===== src/rtl/efc_pkg.sv =====
// Shared types and constants for the EFC firing sequencer: transition/place counts, FSM states,
// transition preset table and a one-hot to index helper.
package efc_pkg;

  localparam int unsigned NUM_T = 7;
  localparam int unsigned NUM_P = 8;
  localparam int unsigned IDX_W = 3;

  typedef enum logic [1:0] {
    StIdle,
    StFire,
    StSettle
  } state_e;

  // Input places each transition consumes from; t0 and t1 contend for {p0,p1}.
  localparam logic [NUM_P-1:0] PRESET [NUM_T] = '{
    8'h03, 8'h03, 8'h04, 8'h08, 8'h10, 8'h20, 8'hC0
  };

  function automatic logic [IDX_W-1:0] onehot_idx(input logic [NUM_T-1:0] oh);
    logic [IDX_W-1:0] idx;
    idx = '0;
    for (int i = 0; i < NUM_T; i++) begin
      if (oh[i]) idx = IDX_W'(i);
    end
    return idx;
  endfunction

endpackage


===== src/rtl/efc_fire_arb.sv =====
// Picks one firing candidate. Round-robin from the pointer when EFC_FIRE_RR_ARB_EN is defined,
// otherwise fixed priority with the lowest index winning.
module efc_fire_arb
  import efc_pkg::*;
(
  input  logic [NUM_T-1:0] cand,
  input  logic [IDX_W-1:0] pointer,
  output logic [NUM_T-1:0] grant
);

`ifdef EFC_FIRE_RR_ARB_EN
  logic             found;
  logic [IDX_W-1:0] j;

  // Walk upward from the pointer, wrapping past the last transition.
  always_comb begin
    grant = '0;
    found = 1'b0;
    j     = '0;
    for (int k = 0; k < NUM_T; k++) begin
      j = IDX_W'((int'(pointer) + k) % NUM_T);
      if (!found && cand[j]) begin
        grant[j] = 1'b1;
        found    = 1'b1;
      end
    end
  end
`else
  logic unused_pointer;
  assign unused_pointer = ^pointer;
  assign grant          = cand & (~cand + 1'b1);
`endif

endmodule


===== src/rtl/efc_fire_sequencer.sv =====
// Petri-net firing sequencer: fires one enabled, requested transition at a time and waits for the
// marking to settle. Define EFC_FIRE_RR_ARB_EN for round-robin arbitration.
module efc_fire_sequencer
  import efc_pkg::*;
#(
  parameter int unsigned SETTLE_CYCLES = 2,
  parameter int unsigned DLK_TIMEOUT   = 15
) (
  input  logic             clk,
  input  logic             reset,
  input  logic [NUM_T-1:0] req,
  input  logic [NUM_P-1:0] mark,
  output logic [NUM_T-1:0] fire,
  output logic             busy,
  output logic             deadlock
);

  localparam logic [3:0] SettleLast = 4'(SETTLE_CYCLES - 1);
  localparam logic [7:0] DlkThresh  = 8'(DLK_TIMEOUT);

  state_e           state_q, state_d;
  logic [NUM_T-1:0] fire_q, fire_d;
  logic [3:0]       settle_q, settle_d;
  logic [7:0]       blk_q, blk_d;
  logic             busy_q, busy_d;
  logic             deadlock_q, deadlock_d;
  logic [NUM_T-1:0] enabled, cand, grant;
  logic [IDX_W-1:0] ptr;

  always_comb begin
    enabled = '0;
    for (int i = 0; i < NUM_T; i++) begin
      enabled[i] = ((mark & PRESET[i]) == PRESET[i]);
    end
  end

  assign cand = req & enabled;

  efc_fire_arb u_arb (
    .cand    (cand),
    .pointer (ptr),
    .grant   (grant)
  );

`ifdef EFC_FIRE_RR_ARB_EN
  logic [IDX_W-1:0] ptr_q, ptr_d, grant_idx;

  assign grant_idx = onehot_idx(grant);
  assign ptr       = ptr_q;

  always_comb begin
    ptr_d = ptr_q;
    if (state_q == StIdle && cand != '0) begin
      ptr_d = (grant_idx == IDX_W'(NUM_T - 1)) ? '0 : grant_idx + 1'b1;
    end
  end

  always_ff @(posedge clk) begin
    if (reset) ptr_q <= '0;
    else       ptr_q <= ptr_d;
  end
`else
  assign ptr = '0;
`endif

  always_comb begin
    state_d  = state_q;
    fire_d   = '0;
    settle_d = settle_q;
    blk_d    = blk_q;
    unique case (state_q)
      StIdle: begin
        if (cand != '0) begin
          state_d = StFire;
          fire_d  = grant;
        end
        // Count only cycles where someone is waiting but nothing can fire.
        if (req != '0 && cand == '0) begin
          if (blk_q != 8'hFF) blk_d = blk_q + 8'd1;
        end else begin
          blk_d = '0;
        end
      end
      StFire: begin
        state_d  = StSettle;
        settle_d = '0;
      end
      StSettle: begin
        if (settle_q == SettleLast) state_d = StIdle;
        else                        settle_d = settle_q + 4'd1;
      end
      default: state_d = StIdle;
    endcase
    busy_d     = (state_d != StIdle);
    deadlock_d = (blk_d >= DlkThresh);
  end

  always_ff @(posedge clk) begin
    if (reset) begin
      state_q    <= StIdle;
      fire_q     <= '0;
      settle_q   <= '0;
      blk_q      <= '0;
      busy_q     <= 1'b0;
      deadlock_q <= 1'b0;
    end else begin
      state_q    <= state_d;
      fire_q     <= fire_d;
      settle_q   <= settle_d;
      blk_q      <= blk_d;
      busy_q     <= busy_d;
      deadlock_q <= deadlock_d;
    end
  end

  assign fire     = fire_q;
  assign busy     = busy_q;
  assign deadlock = deadlock_q;

endmodule


===== config.mk =====
export PLATFORM = sky130hd
export DESIGN_NAME = efc_fire_sequencer
export DESIGN_NICKNAME = d
export VERILOG_FILES = /design/src/rtl/efc_pkg.sv /design/src/rtl/efc_fire_arb.sv /design/src/rtl/efc_fire_sequencer.sv
export SDC_FILE = /design/constraint.sdc
export NUM_CORES = 1
export LEC_CHECK = 0
export CAP_MARGIN = 20
export CORE_MARGIN = 4
export CORE_UTILIZATION = 35
export CTS_BUF_LIST = sky130_fd_sc_hd__clkbuf_4
export DETAILED_ROUTE_END_ITERATION = 10
export GPL_ROUTABILITY_DRIVEN = 1
export GPL_TIMING_DRIVEN = 1
export MAX_ROUTING_LAYER = met4
export PLACE_DENSITY = 0.68
export SYNTH_ARGS = -nofsm -noshare
export SYNTH_HDL_FRONTEND = slang
export SYNTH_SLANG_ARGS = --single-unit

===== constraint.sdc =====
create_clock -name clk -period 3.2 [get_ports clk]
set_input_delay 0.32 -clock clk [delete_from_list [all_inputs] [get_ports clk]]
set_output_delay 0.32 -clock clk [all_outputs]
set_load 0.01 [all_outputs]

* Word level (Yosys, flattened, before mapping)
Index checks and enable logic that the tools add are counted.
** Word-level totals
- Bits in registers :: 23
- Input bits :: 17
- Output and inout port bits :: 9
- Logic and storage cells :: 39
** Cells by class
- Add/sub/neg operators :: 3
- Order comparisons :: 1
- Eq/ne operators :: 7
- Muxes and demuxes :: 8
- Bitwise operators :: 5
- Reduce and logical (&&, ||, !) cells :: 9
** Operators with widths (number)
- two-way mux 8 bit :: 3
- AND 7 bit :: 2
- nonzero test 7 bit :: 2
- adder 8 x 1 -> 8 bit, second input constant :: 1
- greater-or-equal comparator 8 x 4 -> 1 bit, second input constant :: 1
- != test 8 bit, second input constant :: 1
- case mux 4 bit (2 select lines) :: 1
- adder 7 x 1 -> 7 bit, second input constant :: 1
- zero test 7 bit :: 1
- inverter 7 bit :: 1
- equality test 2 bit, second input constant :: 3
- case mux 2 bit (3 select lines) :: 1
- adder 4 x 1 -> 4 bit, second input constant :: 1
- equality test 4 x 1 -> 1 bit, second input constant :: 1
- two-way mux 2 bit :: 2
- two-way mux 4 bit :: 1
- nonzero test 2 bit :: 2
- OR reduction 3 bit :: 1
- equality test 2 x 1 -> 1 bit, second input constant :: 1
- zero test 2 bit :: 1
- != test 2 bit, second input constant :: 1
- inverter 1 bit :: 2
- AND reduction 2 bit :: 1
- logical AND 1 bit :: 1

* Logic depth before layout (Yosys ltp)
- Depth after elaboration :: 7
- Mapped depth :: 6
- Mapped depth without buffers :: 6

* By module
A second synthesis with hierarchy kept.
** Unflattened totals
- Cell total of the unflattened synthesis :: 134
- Area, all modules :: 1213.7 um2
** By module, submodules not included
- efc_fire_sequencer :: instances 1, cells each 125, area an instance 1139.8 um2
- efc_fire_arb :: instances 1, cells each 9, area an instance 73.8 um2

* Least setup slack after synthesis
No wires, ideal clock.
- Path kind :: reg2reg
- Start point :: register blk_q[0]
- End point :: register deadlock_q, in the netlist deadlock
- Library setup time :: 77 ps
- Arrival :: 1435 ps
- Data required time :: 3123 ps
- Setup slack :: 1688 ps
- Stages on the path, launching flop included :: 7
- Buffers on the path :: 0
- Path through :: dfxtp_1 ha_1 nand3_1 o21ai_1 mux2i_1 nand3_1 a41oi_2
** On the way
- Word-level cells in the longest chain between the ends :: 5
- Elaborated cells between the ends (all ways) :: 6
- Classes of those cells :: add/sub (1); order compare (1); eq/ne (1); mux (3)
** Ends and longest elaborated chain
- start: declaration :: RTL line efc_fire_sequencer.sv:24 : logic [7:0] blk_q, blk_d;
- start signal: assignment :: RTL line efc_fire_sequencer.sv:110 : blk_q <= blk_d;
- adder 8 x 1 -> 8 bit or != test 8 bit (tied branches) :: RTL line efc_fire_sequencer.sv:79 : if (blk_q != 8'hFF) blk_d = blk_q + 8'd1;
- two-way mux 8 bit :: RTL line efc_fire_sequencer.sv:79
- two-way mux 8 bit :: RTL line efc_fire_sequencer.sv:78 : if (req != '0 && cand == '0) begin
- two-way mux 8 bit (*) :: RTL line efc_fire_sequencer.sv:71 : unique case (state_q)
- greater-or-equal comparator 8 x 4 -> 1 bit (*) :: RTL line efc_fire_sequencer.sv:95 : deadlock_d = (blk_d >= DlkThresh);
- end signal: assignment :: RTL line efc_fire_sequencer.sv:112 : deadlock_q <= deadlock_d;
- end: declaration :: RTL line efc_fire_sequencer.sv:26 : logic deadlock_q, deadlock_d;
Every way passes the cells marked *; elsewhere a longest branch is shown, timed or not.
A chain may end at the register's enable or synchronous reset.

* Final worst setup path
- Start point :: input req[0]
- End point :: register blk_q[4]
** On the way
- Word-level cells in the longest chain between the ends :: 5
- Elaborated cells between the ends (all ways) :: 6
- Classes of those cells :: mux (2); bitwise (1); reduce/logical (3)
** Ends and longest elaborated chain
- start: declaration :: RTL line efc_fire_sequencer.sv:11 : input logic [NUM_T-1:0] req,
- AND 7 bit :: RTL line efc_fire_sequencer.sv:37 : assign cand = req & enabled;
- zero test 7 bit :: RTL line efc_fire_sequencer.sv:78
- logical AND 1 bit (*) :: RTL line efc_fire_sequencer.sv:78
- two-way mux 8 bit (*) :: RTL line efc_fire_sequencer.sv:78
- two-way mux 8 bit (*) :: RTL line efc_fire_sequencer.sv:71
Marks and branches as above.

==> impl_metrics.py <==
metrics = {
    "outcome": {
        "status": "complete, no violations",
    },
    "setup_path": {
        "worstRegToRegCells": 6,
        "cp.arrival_ps": 1980,
        "end_kind": "flip-flop",
        "required_ps": 3400,
        "critPathLaunchType": "input pin",
        "regToRegSetupSlack_ps": 1450,
        "critPathMaxFanout": 9,
        "reg2reg_from": "blk_q[0]",
        "setup.worst_path.class": "input pin to flip-flop",
        "timing.rr.end": "deadlock",
    },
    "floorplanning": {
        "core_area_mm2": 0.00288,
        "die_w_um": 63.8,
        "die_area_mm2": 0.00407,
        "die_h_um": 63.8,
        "io_pins": 26,
        "num_rows": 19,
        "start_util_pct": 37.9,
    },
    "global_routing": {
        "antenna_found_initial": 0,
        "grt_max_degree": 13,
        "overflow": 0,
        "grt_use_total_pct": 12.0,
        "grt_first_pass_wirelength_mm": 3.75,
        "grt_pass1_vias": 846,
    },
    "hold_path": {
        "worstHoldStart": "settle_q[3]",
        "whs_endpoint": "settle_q[3]",
        "hp-class": "flip-flop to flip-flop",
        "holdPathStages": 2,
    },
    "sta": {
        "final.period_utilization_pct": 55.6,
        "worst_pin_slew_ps": 438,
        "finalHoldViolCount": 0,
        "slew_headroom_pct": 70.6,
        "fin_crit_ps": 1780,
        "setup_violations": 0,
        "fin_skew_ps": 0.834,
        "maxSlewViolCount": 0,
        "rsz0062_at_grt": "no",
        "fmax_ghz": 0.562,
        "setup_tns_ps": 0,
    },
    "cells_and_area": {
        "layout_common_cells": "clkdlybuf4s50_1 (25), dfxtp_1 (23), nor2_1 (16)",
        "stdcell_count": 191,
        "drive_above_1_share_pct": 6.71,
        "nFillCells": 288,
        "final_nets": 170,
        "areaGrowthSynthToFinish_pct": 28.5,
        "num_antenna_cells": 0,
        "mostFrequentLayoutCell": "clkdlybuf4s50_1",
    },
    "clock_tree": {
        "cts_sinks": 23,
        "cts_buffers": 3,
        "clock_path_buffers": 2,
        "cts_resized": 0,
        "h-tree-depth": 1,
        "ctsHoldBuffers": 0,
        "cts_setup_buffers": 0,
        "clock_latency_ps": 310,
        "cts_tree": "built",
        "root_buffer": "clkbuf_4",
        "clk_pin_slew_ps": 110,
    },
    "routing": {
        "highest_layer": "met4",
        "wl_mm": 2.26,
        "dr_wl_met3_um": 58,
        "vias_per_cell": 4.86,
        "drtIter0Drc": 19,
        "dr_wl_met2_mm": 1.09,
        "num_vias": 928,
        "wl_per_cell_um": 11.8,
        "final_antenna_net_count": 0,
        "drc_errors": 0,
        "m1WireLength_mm": 1.07,
        "firstDrtPassIters": 4,
    },
    "yosys": {
        "ys_types": 33,
        "syn_avg_cell_area_um2": 8.93,
        "syn_nets": 142,
        "mappedNetlistArea_mm2": 0.00109,
        "yosysWarnings": 0,
        "netlist_instances": 122,
        "ys_seq_elements": 23,
        "ys_seq_area_share_pct": 42.3,
    },
    "placed_design": {
        "routabilityCongestion": 0.759,
        "dp_hpwl_mm": 1.77,
        "placed_cells": 187,
        "portBuffers": 25,
    },
    "flow_run": {
        "maxCapViolCount": 0,
    },
    "pwr": {
        "p_leak_nw": 0.487,
        "power-per-cell-area_mw_per_mm2": 395,
        "max-vdd-ir-drop_v": 0.000262,
    },
}
flip-flops by register name, indices dropped and copies added, names as in the netlist:
| register | cells |
|---|---|
| deadlock | 1 |
| settle_q | 4 |
| busy | 1 |
| fire | 7 |
| blk_q | 8 |
| state_q | 2 |
layout make-up:
| cell class | count | area, um2 | share of cell area (%) |
|---|---|---|---|
| Tap cell | 42 | 52.6 | 3.75 |
| Clock buffer | 4 | 30.0 | 2.14 |
| Timing Repair Buffer | 25 | 250 | 17.9 |
| Inverter | 2 | 7.51 | 0.536 |
| Sequential cell | 23 | 460 | 32.9 |
| Multi-Input combinational cell | 95 | 599 | 42.8 |
cells in the mapped netlist:
library cell  number  area, um2
dfxtp_1           23        460
nor2_1            16       60.1
nand2_1           11       41.3
nand3_1            7       35.0
a21oi_1            6       30.0
mux2i_1            6       60.1
nand2b_1           5       31.3
nor2b_1            4       25.0
nor3_1             4       20.0
ha_1               3       37.5
nand4_1            3       18.8
nor3b_1            3       22.5
o21ai_0            3       15.0
a22oi_1            2       15.0
and3_1             2       12.5
and4_1             2       17.5
buf_6              2       22.5
inv_1              2       7.51
o211ai_1           2       15.0
or2_2              2       12.5
xor2_1             2       17.5
a21o_1             1       7.51
a41oi_2            1       16.3
and2_1             1       6.26
and4bb_2           1       12.5
nand3b_1           1       7.51
nor2_4             1       11.3
o21a_1             1       7.51
o21ai_1            1       5.00
o41ai_2            1       16.3
or3_1              1       6.26
or4_1              1       7.51
xnor2_1            1       8.76
worst max-delay path, stage by stage:
cell and delay [ps]:
clkdlybuf4s50_1 460, or4_1 530, o41ai_2 220, a21o_1 350, nor2_1 100
report_power, final:
group / switching, mW / internal [mW]
clock network: 0.0811 / 0.0572
registers: 0.0156 / 0.300
logic: 0.0450 / 0.0541
total: 0.142 / 0.411
cell families after synthesis:
kind of cell	after synthesis	synth area share [%]
adder cells (fa/ha/maj)	3	3.44
AND/OR/NAND/NOR	65	31.9
AO/OA/AOI/OAI	18	11.7
multiplexers	6	5.51
flip-flops	23	42.3
XOR/XNOR	3	2.41
buffers and inverters	4	2.76
worst max path at each step:
stage / slack, ps / startpoint / end / cells after the start
after global placement: 1140 / req[0] / blk_q[6] / 5
final: 1420 / req[0] / blk_q[4] / 5
after floorplan: 1690 / blk_q[0] / deadlock / 6
after global routing: 1290 / blk_q[0] / deadlock / 6
after detailed placement: 1070 / req[0] / blk_q[4] / 5
after CTS: 1430 / req[0] / blk_q[4] / 5
through the flow:
step | power, mW | hold WS (ps) | worst slack, ps | area (um2) | util [%]
global placement | 0.419 | 522 | 1140 | 1370 | 47.6
finish | 0.553 | 548 | 1420 | 1400 | 48.7
floorplan | 0.381 | 389 | 1690 | 1090 | -
CTS | 0.563 | 550 | 1430 | 1400 | 48.7
global route | 0.586 | 571 | 1290 | 1400 | 48.7
detailed placement | 0.420 | 529 | 1070 | 1370 | 47.6
per-layer routing:
layer / vias up / track usage, %
met5: - / -
met1: 428 / 14.5
met4: 0 / 5.66
met2: 7 / 18.3
li1: 491 / -
met3: 2 / 3.33
Power figures use the tool's default switching activity.
